<file path="config.mk">
export PLATFORM = sky130hd
export DESIGN_NAME = uart_rx_fifo
export DESIGN_NICKNAME = d
export VERILOG_FILES = /design/src/rtl/uart_rx_fifo.sv
export SDC_FILE = /design/constraint.sdc
export NUM_CORES = 1
export LEC_CHECK = 0
export ABC_AREA = 1
export CORE_MARGIN = 2
export CORE_UTILIZATION = 35
export DETAILED_ROUTE_END_ITERATION = 7
export GPL_ROUTABILITY_DRIVEN = 0
export GPL_TIMING_DRIVEN = 0
export SLEW_MARGIN = 20
export SYNTH_ARGS = -nofsm -noshare
export SYNTH_HDL_FRONTEND = slang
export SYNTH_SLANG_ARGS = --single-unit
</file>
<file path="constraint.sdc">
create_clock -name clk_i -period 2.9 [get_ports clk_i]
set_clock_uncertainty 0.2 [all_clocks]
set_input_delay 0.29 -clock clk_i [delete_from_list [all_inputs] [get_ports clk_i]]
set_output_delay 0.29 -clock clk_i [all_outputs]
set_load 0.03 [all_outputs]
</file>
<file path="src/rtl/uart_rx_fifo.sv">
// Byte FIFO behind uart_receiver: show-ahead valid/ready read port, level/full/empty status.
// Optional sticky drop flag when UART_RX_FIFO_OVERFLOW_EN is defined.
module uart_rx_fifo #(
    parameter int DEPTH  = 16,
    parameter int ADDR_W = $clog2(DEPTH)
) (
    input  logic              clk_i,
    input  logic              rst_i,
    input  logic [7:0]        wr_data_i,
    input  logic              wr_valid_i,
    output logic [7:0]        rd_data_o,
    output logic              rd_valid_o,
    input  logic              rd_ready_i,
    output logic [ADDR_W:0]   level_o,
    output logic              full_o,
    output logic              empty_o,
    output logic              overflow_o,
    input  logic              ovf_clr_i
);

    localparam logic [ADDR_W:0] DEPTH_L = (ADDR_W+1)'(DEPTH);

    logic [7:0]        mem_q [DEPTH];
    logic [ADDR_W-1:0] wr_ptr_q, wr_ptr_d;
    logic [ADDR_W-1:0] rd_ptr_q, rd_ptr_d;
    logic [ADDR_W:0]   level_q, level_d;
    logic              push, pop;

    assign full_o     = (level_q == DEPTH_L);
    assign empty_o    = (level_q == '0);
    assign rd_valid_o = !empty_o;
    assign level_o    = level_q;
    assign rd_data_o  = mem_q[rd_ptr_q];

    // A pop frees the slot in the same edge, so a full FIFO still accepts a push.
    assign pop  = rd_valid_o && rd_ready_i;
    assign push = wr_valid_i && (!full_o || pop);

    always_comb begin
        wr_ptr_d = wr_ptr_q;
        rd_ptr_d = rd_ptr_q;
        level_d  = level_q;
        if (push) wr_ptr_d = wr_ptr_q + ADDR_W'(1);
        if (pop)  rd_ptr_d = rd_ptr_q + ADDR_W'(1);
        if (push && !pop)      level_d = level_q + (ADDR_W+1)'(1);
        else if (pop && !push) level_d = level_q - (ADDR_W+1)'(1);
    end

    always_ff @(posedge clk_i or posedge rst_i) begin
        if (rst_i) begin
            wr_ptr_q <= '0;
            rd_ptr_q <= '0;
            level_q  <= '0;
        end else begin
            wr_ptr_q <= wr_ptr_d;
            rd_ptr_q <= rd_ptr_d;
            level_q  <= level_d;
        end
    end

    // Storage is intentionally not reset.
    always_ff @(posedge clk_i) begin
        if (push) mem_q[wr_ptr_q] <= wr_data_i;
    end

`ifdef UART_RX_FIFO_OVERFLOW_EN
    logic ovf_q, ovf_d, drop;

    assign drop = wr_valid_i && !push;

    always_comb begin
        ovf_d = ovf_q;
        if (drop)           ovf_d = 1'b1;
        else if (ovf_clr_i) ovf_d = 1'b0;
    end

    always_ff @(posedge clk_i or posedge rst_i) begin
        if (rst_i) ovf_q <= 1'b0;
        else       ovf_q <= ovf_d;
    end

    assign overflow_o = ovf_q;
`else
    logic unused_ovf_clr;
    assign unused_ovf_clr = ovf_clr_i;
    assign overflow_o     = 1'b0;
`endif

endmodule

</file>
== Word-level counts from Yosys, hierarchy flattened ==
Memory sizes are Yosys's and may differ from the RTL's.
Index checks and enable logic that the tools add are counted.

* Register bits after elaboration: 13
* Word-level logic and storage cells: 24
* Memory bits (writable): 128
* Input bits: 13
* Memories: 1

* Add/subtract/negate cells: 4
* Mux-type cells: 4
* Equality and inequality tests: 1
* Reduce and logical (&&, ||, !) cells: 11

{| class="wikitable"
|+ Memory list
! name !! words !! bits a word !! read ports !! clocked after Yosys merged registers in !! write ports !! line !! source
|-
| mem_q || 16 || 8 || 1 || 0 || 1 || 23 || <nowiki>logic [7:0] mem_q [DEPTH];</nowiki>
|}

{| class="wikitable"
|+ Operators with widths
! operator !! count
|-
| 5-bit two-way mux || 2
|-
| 4-bit by 1-bit adder with 4-bit output (second input constant) || 2
|-
| 5-bit by 1-bit adder with 5-bit output (second input constant) || 1
|-
| 5-bit == test (second input constant) || 1
|-
| 5-bit logical NOT || 1
|-
| 5-bit by 1-bit subtractor with 5-bit output (second input constant) || 1
|-
| 1-bit logical AND || 4
|-
| 1-bit logical NOT || 4
|-
| 1-bit two-way mux || 2
|-
| 2-bit nonzero test || 1
|-
| 1-bit logical OR || 1
|}

== Longest topological paths before layout ==
Gate-level depths: netlist (run 1).

* Word-level depth: 9
* Mapped depth: 15
* Mapped depth without buffers: 14

== Worst setup path after synthesis (run 1) ==
OpenSTA, ideal clock, no wires.

* Path kind: reg2reg
* From: register level_q[0] (netlist: level_o[0])
* To: register level_q[4] (netlist: level_o[4])
* Stages on the path, launching flop included: 15
* Slack: 383 ps
* Library setup time: 117 ps
* Clock period less this slack: 2517 ps
* Data arrival time: 2199 ps
* Path through: dfrtp_1 -> nor2_1 -> nand4_2 -> nand2_2 -> buf_4 -> inv_1 -> ha_1 -> inv_1 -> ha_1 -> nand2_1 -> nand3_1 -> nand3_1 -> nand2_1 -> nand2_1 -> nand2_1

* Word-level cells in the longest chain between the ends: 8
* Elaborated cells between the ends (all ways): 16
* Classes of those cells: add/sub (2); eq/ne (1); mux (2); reduce/logical (11)

{| class="wikitable"
|+ Ends and longest elaborated chain
! item !! line !! source
|-
| start: declaration || 26 || <nowiki>logic [ADDR_W:0] level_q, level_d;</nowiki>
|-
| start signal: assignment || 57 || <nowiki>level_q <= level_d;</nowiki>
|-
| 5-bit logical NOT || 30 || <nowiki>assign empty_o = (level_q == '0);</nowiki>
|-
| 1-bit logical NOT || 31 || <nowiki>assign rd_valid_o = !empty_o;</nowiki>
|-
| 1-bit logical AND || 36 || <nowiki>assign pop = rd_valid_o && rd_ready_i;</nowiki>
|-
| 1-bit logical OR * || 37 || <nowiki>assign push = wr_valid_i && (!full_o || pop);</nowiki>
|-
| 1-bit logical AND * || 37 ||
|-
| named net push || 27 || <nowiki>logic push, pop;</nowiki>
|-
| 1-bit logical NOT || 46 || <nowiki>else if (pop && !push) level_d = level_q - (ADDR_W+1)'(1);</nowiki>
|-
| 1-bit logical AND || 46 ||
|-
| 2-bit nonzero test (no source line) || - ||
|}

The timed path passes the listed nets; every way through them passes the cells marked *. The select of a mux whose other input is x is not followed.
A chain may end at the register's enable or synchronous reset.

== Worst setup path in the final report (run 1) ==
* From: register rd_ptr_q[0]
* To: output port rd_data_o[1]

* Word-level cells in the longest chain between the ends: 1

{| class="wikitable"
|+ Ends and longest elaborated chain
! item !! line !! source
|-
| start: declaration || 25 || <nowiki>logic [ADDR_W-1:0] rd_ptr_q, rd_ptr_d;</nowiki>
|-
| start signal: assignment || 56 || <nowiki>rd_ptr_q <= rd_ptr_d;</nowiki>
|-
| memory 16 x 8 bit || - ||
|-
| end: declaration || 11 || <nowiki>output logic [7:0] rd_data_o,</nowiki>
|}

Every way passes these cells.

==> impl_summary.log, run 1 <==
[metrics] Clock Latency Late Sink: roughly 420 ps
[metrics] core occupancy in the finished layout: a little over two fifths
[metrics] wire length of the first global-routing pass: approximately 23 mm
[metrics] Worst Setup Start Kind: register
[metrics] floorplan die height: between 100 and 150 um
[metrics] global-route track usage on met1: 20.8%
[metrics] H-tree levels: 4
[metrics] kind of capture point of the worst setup path: output pin
[metrics] number of buffers created by CTS: 17
[metrics] share of cells above drive strength 1: between 10% and 20%
[metrics] most frequent CP cell: sky130_fd_sc_hd__nand2_1
[metrics] Final period util: roughly 94%
[metrics] count of nets left with antenna violations after detail routing: 0
[metrics] # Post-CTS Setup Buffers: 0
[metrics] NumNets Final: 702
[metrics] Netlist Area Pre-Place: between 6000 and 7000 um2
[metrics] largest stage delay on the critical path: about 390 ps
[metrics] starting density of the core: a little over a third
[metrics] residual DRC count: 0
[metrics] number of max-cap violations: 0
[metrics] Setup violations, final: 0
[metrics] core region area: 18000 um2
[metrics] Max stage delay cell, worst path: sky130_fd_sc_hd__dlygate4sd2_1
[metrics] global router's overall resource usage: approximately 16%
[metrics] Buffers on Ports: 27
[metrics] fraction of the yosys area taken by sequential cells: approximately 65%
[metrics] DR vias: ~4300
[metrics] crit path max fanout: 10
[metrics] Period minus WS final: 2740 ps
[metrics] number of ports placed on the die boundary: 30
[metrics] ordered cell list for the critical path: buf_2 -> inv_2 -> buf_2 -> nand2_1 -> nand2_1 -> nand2_1 -> nand3_1 -> nand2_1 -> nand2_1 -> dlygate4sd2_1
[metrics] power density over cell area: ~1000 nW/um2
[metrics] cell leakage power: approximately 3.1 nW
[metrics] area added between synthesis and finish: 18.6%
[metrics] slew at the pin closest to its max-slew limit: around 1100 ps
[metrics] min-delay worst type: input pin to async pin
[metrics] share of total power in the clock network: 27.0%
[metrics] total chip power: 0.00761 W
[metrics] CP Data Required Time: 2410 ps
[metrics] Placement Rows: 49
[metrics] highest ir drop seen on vdd: about 0.00041 V
[metrics] sequential cell area: roughly 4200 um2
[metrics] Root Buffer: sky130_fd_sc_hd__clkbuf_16
[metrics] number of antenna repair diodes: 0
[metrics] area used by multi-input combinational logic: about 1900 um2
[metrics] nets in the synthesized netlist: between 600 and 700
[metrics] Sw Ratio: roughly two fifths
[metrics] count of warnings emitted by yosys: 0
[metrics] data arrival time of the critical path: ~2300 ps
[metrics] outcome: complete, no violations
[metrics] Horiz. Die Dim: 139 um
[metrics] Clock Sink Count: 141
[metrics] clock tree from TritonCTS: done
[metrics] Internal Dissipation: about 0.0046 W
[metrics] count of different cell masters after synthesis: 27
[metrics] final hold violation count: 0
[metrics] combinational fraction of design power: roughly two fifths
[metrics] total gr overflow: 0
[metrics] Die Footprint: 19300 um2
[metrics] detailed-route vias per instance: 4.62
[metrics] antenna violations before repair: 0
[metrics] number of buffers and inverters on the critical path: 4
[metrics] average instance area after synthesis: slightly above 10 um2
[metrics] highest clock frequency the design can meet: about 370 MHz
[metrics] worst slack on hold paths: ~8.2 ps
[metrics] Max-Slew Margin vs Limit: 23.5%
[metrics] detail-routed net length per standard cell: 15.9 um
[metrics] drt first-iter violations: 273
[metrics] cell count after synthesis: 633
[metrics] RSZ-0062 raised after global routing: false
[metrics] reg2reg start: level_o[3]
[metrics] critical path class: register to output pin
[metrics] Bufs on Longest Clock Path: 2
[metrics] number of optimization iterations in the first detailed-route pass: 4
[metrics] net switching power of the design: just under 0.003 W
[metrics] Top Family by Delay on Critical Path: buffers and inverters
[metrics] global routing met3 resource utilization: under 10%
[metrics] share of total power in sequential cells: 33.8%
[metrics] HPWL reported at the end of detailed placement: a little under 10 mm
[metrics] largest net degree at the start of global routing: 17
[metrics] synthesized flop and latch total: roughly 140
[metrics] clock slew seen by the registers of the worst setup and hold paths: around 60 ps
[metrics] timing startpoint of the critical path: rd_ptr_q[0]
[metrics] GR met2 Demand/Resource: about a quarter
[metrics] via count of the first global-routing pass: roughly 4000
[metrics] wirelength, routed: approximately 15 mm
[metrics] number of fill cells in the layout: between 1500 and 2000
[metrics] layer with the highest usage: met2
[metrics] Final Max Tran Viols: 0
worst reg2reg max path, cell delays in order (launching register included):
cell and delay (ps):
sky130_fd_sc_hd__dfrtp_1 440, sky130_fd_sc_hd__nor2_2 210, sky130_fd_sc_hd__nand4_2 200, sky130_fd_sc_hd__nand2_2 130, sky130_fd_sc_hd__buf_4 210, sky130_fd_sc_hd__inv_1 60, sky130_fd_sc_hd__ha_1 210, sky130_fd_sc_hd__inv_1 160
sky130_fd_sc_hd__ha_1 300, sky130_fd_sc_hd__nand2_1 100, sky130_fd_sc_hd__nand3_1 90, sky130_fd_sc_hd__nand3_1 80, sky130_fd_sc_hd__nand2_1 50, sky130_fd_sc_hd__nand2_1 50, sky130_fd_sc_hd__nand2_1 40
placed cells by master, fill, tap and decap left out, types with 2 or more instances in the layout:
| cell type | instances |
|---|---|
| sky130_fd_sc_hd__buf_4 | 5 |
| sky130_fd_sc_hd__clkdlybuf4s15_1 | 4 |
| sky130_fd_sc_hd__nand3_2 | 8 |
| sky130_fd_sc_hd__nor3_2 | 15 |
| sky130_fd_sc_hd__clkbuf_16 | 17 |
| sky130_fd_sc_hd__xnor2_1 | 2 |
| sky130_fd_sc_hd__buf_6 | 3 |
| sky130_fd_sc_hd__clkbuf_2 | 3 |
| sky130_fd_sc_hd__nor2_1 | 50 |
| sky130_fd_sc_hd__xor2_1 | 2 |
| sky130_fd_sc_hd__ha_1 | 9 |
| sky130_fd_sc_hd__inv_2 | 4 |
| sky130_fd_sc_hd__clkinvlp_4 | 5 |
| sky130_fd_sc_hd__o21ai_0 | 5 |
| sky130_fd_sc_hd__clkbuf_1 | 3 |
| sky130_fd_sc_hd__nor2_2 | 2 |
| sky130_fd_sc_hd__nand2_2 | 2 |
| sky130_fd_sc_hd__clkdlybuf4s50_1 | 19 |
| sky130_fd_sc_hd__dlygate4sd2_1 | 3 |
| sky130_fd_sc_hd__nand2_1 | 239 |
| sky130_fd_sc_hd__buf_2 | 13 |
| sky130_fd_sc_hd__clkinv_1 | 3 |
| sky130_fd_sc_hd__bufinv_16 | 2 |
| sky130_fd_sc_hd__nand3_1 | 52 |
| sky130_fd_sc_hd__inv_1 | 68 |
| sky130_fd_sc_hd__nand4_1 | 2 |
| sky130_fd_sc_hd__clkinv_2 | 2 |
| sky130_fd_sc_hd__dfrtp_1 | 13 |
| sky130_fd_sc_hd__edfxtp_1 | 128 |
path summary, 6_finish.rpt:
| kind | end | slack (ps) | cells after the start |
|---|---|---|---|
| worst min register to register | level_o[2] | 370 | 2 |
| worst max-delay path | rd_data_o[1] | 160 | 10 |
| worst max register to register | level_o[4] | 270 | 14 |
| worst min-delay path | rd_ptr_q[2] | 8 | 2 |
| max in group asynchronous | rd_ptr_q[3] | 2130 | 2 |
| min in group clk_i | rd_ptr_q[0] | 360 | 3 |
stage by stage:
stage	setup TNS, ps	worst slack (ps)	instance area [um2]	instances
floorplan	0	383	6390	633
CTS	0	127	7560	920
detailed placement	0	13.0	7010	889
global placement	-3490	-135	6940	889
finish	0	162	7580	920
global route	0	6.18	7580	920
cell families after synthesis:
| kind of cell | share of synthesized area [%] |
|---|---|
| flip-flops | 65.3 |
| AO/OA/AOI/OAI | 0.392 |
| XOR/XNOR | 0.549 |
| buffers and inverters | 6.90 |
| AND/OR/NAND/NOR | 24.8 |
| other | 0.0587 |
| adder cells (fa/ha/maj) | 2.08 |
per-layer routing:
metal | vias up | routed length, um
met5 | - | 0
met4 | 0 | 125
met3 | 12 | 584
met2 | 70 | 7280
met1 | 2030 | 6630
li1 | 2140 | -
power by group through the flow:
stage	clock (W)	sequential [W]	combinational (W)
after detailed placement	0	0.00261	0.00306
after global placement	0	0.00261	0.00300
after floorplan	0	0.00265	0.00194
final	0.00205	0.00257	0.00298
after CTS	0.00208	0.00257	0.00299
after global routing	0.00218	0.00260	0.00330
cell type report:
cell class,count,share of cell area [%]
Sequential cell,141,55.0
Multi-Input combinational cell,394,24.5
Clock buffer,19,5.71
Tap cell,229,3.78
Inverter,73,3.62
Timing Repair Buffer,27,3.45
Buffer,25,2.25
Clock inverter,12,1.64
sequential cells by signal, indices dropped and copies added (netlist names):
name and cells:
mem_q 128, level_o 5, rd_ptr_q 4, wr_ptr_q 4
what timing repair did:
| action | in CTS | in global routing |
|---|---|---|
| resized for setup | 10 | 8 |
| gates cloned | 0 | 0 |
| endpoints found under the setup margin | 8 | 7 |
| endpoints found under the hold margin | 0 | 0 |
| hold buffers | 0 | 0 |
cell usage after synthesis, drive strengths merged:
| library cell | count | area (um2) |
|---|---|---|
| buf | 22 | 154 |
| clkbuf | 3 | 12.5 |
| clkinv | 1 | 3.75 |
| conb | 1 | 3.75 |
| dfrtp | 13 | 325 |
| edfxtp | 128 | 3840 |
| fa | 1 | 20.0 |
| ha | 9 | 113 |
| inv | 72 | 270 |
| nand2 | 242 | 921 |
| nand3 | 60 | 340 |
| nand4 | 3 | 25.0 |
| nor2 | 53 | 215 |
| nor3 | 16 | 80.1 |
| o21ai | 5 | 25.0 |
| xnor2 | 2 | 17.5 |
| xor2 | 2 | 17.5 |
(Power assumes the default switching activity.)
==> run 2: changes to the inputs <==
SKIP_CTS_REPAIR_TIMING = 1   (was unset)
==> impl_summary.log, run 2 (synthesis results as in run 1) <==
[metrics] critical path class: register to output pin
[metrics] wire length of the first global-routing pass: between 20 and 25 mm
[metrics] Period minus WS final: approximately 2700 ps
[metrics] Final period util: a little over 90%
[metrics] NumNets Final: roughly 700
[metrics] number of buffers created by CTS: 17
[metrics] H-tree levels: 4
[metrics] starting density of the core: between 30% and 40%
[metrics] number of ports placed on the die boundary: 30
[metrics] leading cell types in the layout, fill and taps excluded: sky130_fd_sc_hd__nand2_1, sky130_fd_sc_hd__edfxtp_1, sky130_fd_sc_hd__inv_1, sky130_fd_sc_hd__nand3_1, sky130_fd_sc_hd__nor2_1
[metrics] area added between synthesis and finish: 19.0%
[metrics] CP Data Required Time: ~2400 ps
[metrics] via count of the first global-routing pass: between 4000 and 5000
[metrics] clock slew seen by the registers of the worst setup and hold paths: 60 ps
[metrics] Max-Slew Margin vs Limit: 24.3%
[metrics] Clock Sink Count: 141
[metrics] share of cells above drive strength 1: 12.3%
[metrics] floorplan die height: about 140 um
[metrics] core occupancy in the finished layout: a little over two fifths
[metrics] cell leakage power: approximately 3.2 nW
[metrics] crit path max fanout: 10
[metrics] worst slack on hold paths: ~8.2 ps
[metrics] global router's overall resource usage: 15.8%
[metrics] residual DRC count: 0
[metrics] Root Buffer: sky130_fd_sc_hd__clkbuf_16
[metrics] number of optimization iterations in the first detailed-route pass: 5
[metrics] wirelength, routed: roughly 15 mm
[metrics] RSZ-0062 raised after global routing: false
[metrics] Worst Setup Start Kind: register
[metrics] Die Footprint: approximately 19000 um2
[metrics] Most flops, register: mem_q
[metrics] min-delay worst type: input pin to async pin
[metrics] number of fill cells in the layout: roughly 1700
[metrics] Setup violations, final: 0
[metrics] number of antenna repair diodes: 0
[metrics] Final Max Tran Viols: 0
[metrics] highest clock frequency the design can meet: roughly 380 MHz
[metrics] power density over cell area: between 1000 and 1500 nW/um2
[metrics] number of non-filler instances in the completed layout: between 900 and 1000
[metrics] sequential cell area: between 4000 and 5000 um2
[metrics] Clock Latency Late Sink: 420 ps
[metrics] drt first-iter violations: roughly 260
[metrics] number of max-cap violations: 0
[metrics] largest net degree at the start of global routing: 17
[metrics] clock tree from TritonCTS: done
[metrics] detailed-route vias per instance: between 4 and 5
[metrics] outcome: complete, no violations
[metrics] total chip power: ~0.0077 W
[metrics] DR vias: ~4200
[metrics] kind of capture point of the worst setup path: output pin
[metrics] number of cells in the design after placement: ~900
[metrics] most common cell after layout, fill and taps aside: sky130_fd_sc_hd__nand2_1
[metrics] slew at the pin closest to its max-slew limit: approximately 1100 ps
[metrics] Bufs on Longest Clock Path: 2
[metrics] Placement Rows: 49
[metrics] total gr overflow: 0
[metrics] data arrival time of the critical path: about 2200 ps
[metrics] Buffers on Ports: 27
[metrics] detail-routed net length per standard cell: 15.9 um
[metrics] number of flip-flops in the largest register: 128
[metrics] final hold violation count: 0
[metrics] antenna violations before repair: 0
[metrics] core region area: approximately 18000 um2
[metrics] highest ir drop seen on vdd: 0.000410 V
[metrics] Horiz. Die Dim: about 140 um
[metrics] HPWL reported at the end of detailed placement: 9.79 mm
[metrics] area used by multi-input combinational logic: 1860 um2
[metrics] count of nets left with antenna violations after detail routing: 0
## run 2: cell types whose count changed in the layout (fill, tap and decap cells not counted)
cell / change
sky130_fd_sc_hd__clkdlybuf4s15_1: -4
sky130_fd_sc_hd__buf_4: -1
sky130_fd_sc_hd__clkbuf_2: -1
sky130_fd_sc_hd__dlymetal6s2s_1: +8
sky130_fd_sc_hd__buf_2: +1
sky130_fd_sc_hd__dlygate4sd2_1: -3
## run 2: power by group
group | total [W] | internal (W) | leakage, nW | switching (W)
Sequential | 0.00257 | 0.00245 | 1.32 | 0.000126
Combinational | 0.00303 | 0.000979 | 1.64 | 0.00205
Clock | 0.00205 | 0.00125 | 0.256 | 0.000805
Total | 0.00766 | 0.00467 | 3.22 | 0.00298
## run 2: path summary, 6_finish.rpt
path,from,to,slack (ps),cells past startpoint
max,rd_ptr_q[1],rd_data_o[2],250,8
min,rst_i,rd_ptr_q[2],8,2
max reg2reg,level_o[3],level_o[4],270,14
min reg2reg,level_o[2],level_o[2],370,2
max in group asynchronous,rst_i,rd_ptr_q[3],2130,2
min in group clk_i,rd_ready_i,rd_ptr_q[0],360,3
## run 2: layer usage
layer  track usage [%]  share of wire (%)  routed length [um]  vias to the layer above
met5                 0                  0                   0                        -
met4              4.89               0.72                 105                        0
met3              3.52                4.3                 634                       10
met2              26.1                 50                7300                       75
met1              20.8                 45                6590                     2021
li1                  -                  -                   -                     2140
## run 2: per-stage QoR
| step | worst slack [ps] | instance area [um2] | setup TNS (ps) |
|---|---|---|---|
| after floorplan | 383 | 6390 | 0 |
| after global placement | -135 | 6940 | -3490 |
| after detailed placement | 13.0 | 7010 | 0 |
| after CTS | -243 | 7570 | -1580 |
| after global routing | 45.0 | 7600 | 0 |
| final | 250 | 7600 | 0 |
## run 2: worst max-delay path, stage by stage, from the launching register on
cell	delay [ps]
sky130_fd_sc_hd__dfrtp_1	390
sky130_fd_sc_hd__buf_6	160
sky130_fd_sc_hd__inv_2	140
sky130_fd_sc_hd__buf_2	290
sky130_fd_sc_hd__nand3_1	120
sky130_fd_sc_hd__nand3_1	180
sky130_fd_sc_hd__nand2_1	90
sky130_fd_sc_hd__nand2_1	80
sky130_fd_sc_hd__dlymetal6s2s_1	290
## run 2: final cells by class
| type | instances | share of cell area [%] |
|---|---|---|
| buffer | 25 | 2.21 |
| clock buffer | 19 | 5.69 |
| clock inverter | 12 | 1.63 |
| inverter | 73 | 3.60 |
| multi-input combinational | 394 | 24.4 |
| sequential | 141 | 54.8 |
| tap | 229 | 3.77 |
| timing repair buffer | 27 | 3.82 |
==> run 3: changes to the inputs <==
GPL_TIMING_DRIVEN = 1   (was 0)
==> impl_summary.log, run 3 (synthesis results as in run 1) <==
[metrics] share of total power in the clock network: about 30%
[metrics] worst reg-to-reg setup slack: 440 ps
[metrics] Final period util: 92.2%
[metrics] Horiz. Die Dim: 139 um
[metrics] detail-routed net length per standard cell: ~15 um
[metrics] reg2reg start: level_o[0]
[metrics] Top Family by Delay on Critical Path: buffers and inverters
[metrics] RSZ-0062 raised after global routing: false
[metrics] count of nets left with antenna violations after detail routing: 0
[metrics] detailed-route vias per instance: between 4 and 5
[metrics] share of cells above drive strength 1: between 10 and 15%
[metrics] number of buffers created by CTS: 17
[metrics] most frequent CP cell: sky130_fd_sc_hd__nand2_1
[metrics] min-delay worst type: input pin to async pin
[metrics] CP Data Required Time: between 2000 and 2500 ps
[metrics] total chip power: between 0.007 and 0.008 W
[metrics] global router's overall resource usage: approximately 15%
[metrics] Worst Setup Start Kind: register
[metrics] combinational fraction of design power: ~36%
[metrics] core occupancy in the finished layout: 42.0%
[metrics] Final Max Tran Viols: 0
[metrics] Most flops, register: mem_q
[metrics] area added between synthesis and finish: 18.0%
[metrics] critical path class: register to output pin
[metrics] Max-Slew Margin vs Limit: ~52%
[metrics] power density over cell area: around 1000 nW/um2
[metrics] Internal Dissipation: approximately 0.0047 W
[metrics] Max stage delay cell, worst path: sky130_fd_sc_hd__dfrtp_2
[metrics] H-tree levels: 4
[metrics] kind of capture point of the worst setup path: output pin
[metrics] number of buffers and inverters on the critical path: 3
[metrics] cell leakage power: 3.18 nW
[metrics] largest stage delay on the critical path: approximately 430 ps
[metrics] clock tree from TritonCTS: done
[metrics] most common cell after layout, fill and taps aside: sky130_fd_sc_hd__nand2_1
[metrics] outcome: complete, no violations
[metrics] slew at the pin closest to its max-slew limit: 725 ps
[metrics] residual DRC count: 0
[metrics] NumNets Final: between 600 and 700
[metrics] Sw Ratio: a little under two fifths
[metrics] antenna violations before repair: 0
[metrics] number of flip-flops in the largest register: between 100 and 150
[metrics] wire length of the first global-routing pass: about 22 mm
[metrics] leading cell types in the layout, fill and taps excluded: sky130_fd_sc_hd__nand2_1, sky130_fd_sc_hd__edfxtp_1, sky130_fd_sc_hd__inv_1, sky130_fd_sc_hd__nor2_1, sky130_fd_sc_hd__nand3_1
[metrics] Clock Latency Late Sink: around 410 ps
[metrics] via count of the first global-routing pass: roughly 4200
[metrics] Buffers on Ports: 27
[metrics] net switching power of the design: a little under 0.003 W
[metrics] highest clock frequency the design can meet: between 300 and 400 MHz
[metrics] highest ir drop seen on vdd: between 0.0004 and 0.0005 V
[metrics] Clock Sink Count: 141
[metrics] clock slew seen by the registers of the worst setup and hold paths: 60 ps
[metrics] Period minus WS final: between 2000 and 3000 ps
[metrics] drt first-iter violations: 363
[metrics] sequential cell area: 4170 um2
[metrics] largest net degree at the start of global routing: just over 80
[metrics] HPWL reported at the end of detailed placement: 8.79 mm
[metrics] total gr overflow: 0
[metrics] Root Buffer: sky130_fd_sc_hd__clkbuf_16
[metrics] Bufs on Longest Clock Path: 2
[metrics] Setup violations, final: 0
[metrics] DR vias: approximately 4300
[metrics] crit path max fanout: 22
[metrics] Setup Total Neg Slack: 0 ps
[metrics] logic depth of the worst register-to-register path: 13
[metrics] core region area: 18000 um2
[metrics] worst reg2reg path endpoint: level_o[4]
[metrics] number of antenna repair diodes: 0
[metrics] share of total power in sequential cells: approximately 34%
[metrics] number of fill cells in the layout: 1691
[metrics] final hold violation count: 0
[metrics] starting density of the core: between 30% and 40%
[metrics] number of ports placed on the die boundary: 30
[metrics] number of max-cap violations: 0
[metrics] data arrival time of the critical path: ~2200 ps
[metrics] wirelength, routed: roughly 14 mm
[metrics] Placement Rows: 49
[metrics] Die Footprint: approximately 19000 um2
[metrics] number of optimization iterations in the first detailed-route pass: 5
[metrics] floorplan die height: 139 um
[metrics] area used by multi-input combinational logic: around 1800 um2
[metrics] ordered cell list for the critical path: inv_2 -> buf_4 -> nand2_1 -> nand2_1 -> nand2_1 -> nand3_1 -> nand2_1 -> nand2_1 -> buf_4
[metrics] worst slack on hold paths: roughly 22 ps
run 3: power by group through the flow:
stage	Sequential (W)	Clock, W	Combinational [W]
final	0.00261	0.00224	0.00275
after global routing	0.00264	0.00235	0.00308
after CTS	0.00261	0.00227	0.00279
after detailed placement	0.00265	0	0.00277
after global placement	0.00264	0	0.00272
after floorplan	0.00265	0	0.00194
run 3: worst max path at each step:
stage,start,to,slack [ps],depth (start not counted)
2_1_floorplan,level_o[0],level_o[4],380,14
3_3_place_gp,rd_ready_i,level_o[4],380,14
3_5_place_dp,rd_ready_i,level_o[4],320,14
4_1_cts,rd_ptr_q[0],rd_data_o[5],190,9
5_1_grt,rd_ptr_q[0],rd_data_o[5],90,9
6_report,rd_ptr_q[0],rd_data_o[6],230,9
run 3: area by class of cell:
class / instances / share of cell area [%]
clock buffer: 18 / 5.69
clock inverter: 14 / 2.41
inverter: 73 / 3.63
multi-input combinational: 394 / 23.6
sequential: 141 / 55.3
tap: 229 / 3.80
timing repair buffer: 48 / 5.58
run 3: metrics by stage:
stage,worst slack [ps],std cells,instance area (um2)
floorplan,383,633,6390
global placement,383,885,6930
detailed placement,323,885,6930
CTS,187,917,7540
global route,92.4,917,7540
finish,225,917,7540
run 3: per-layer routing:
layer,up-vias,part of all wire (%),GRT usage (%)
li1,2125,-,-
met1,2035,44,19.4
met2,95,50,25.2
met3,13,4.9,3.14
met4,0,1.2,4.04
met5,-,0,0
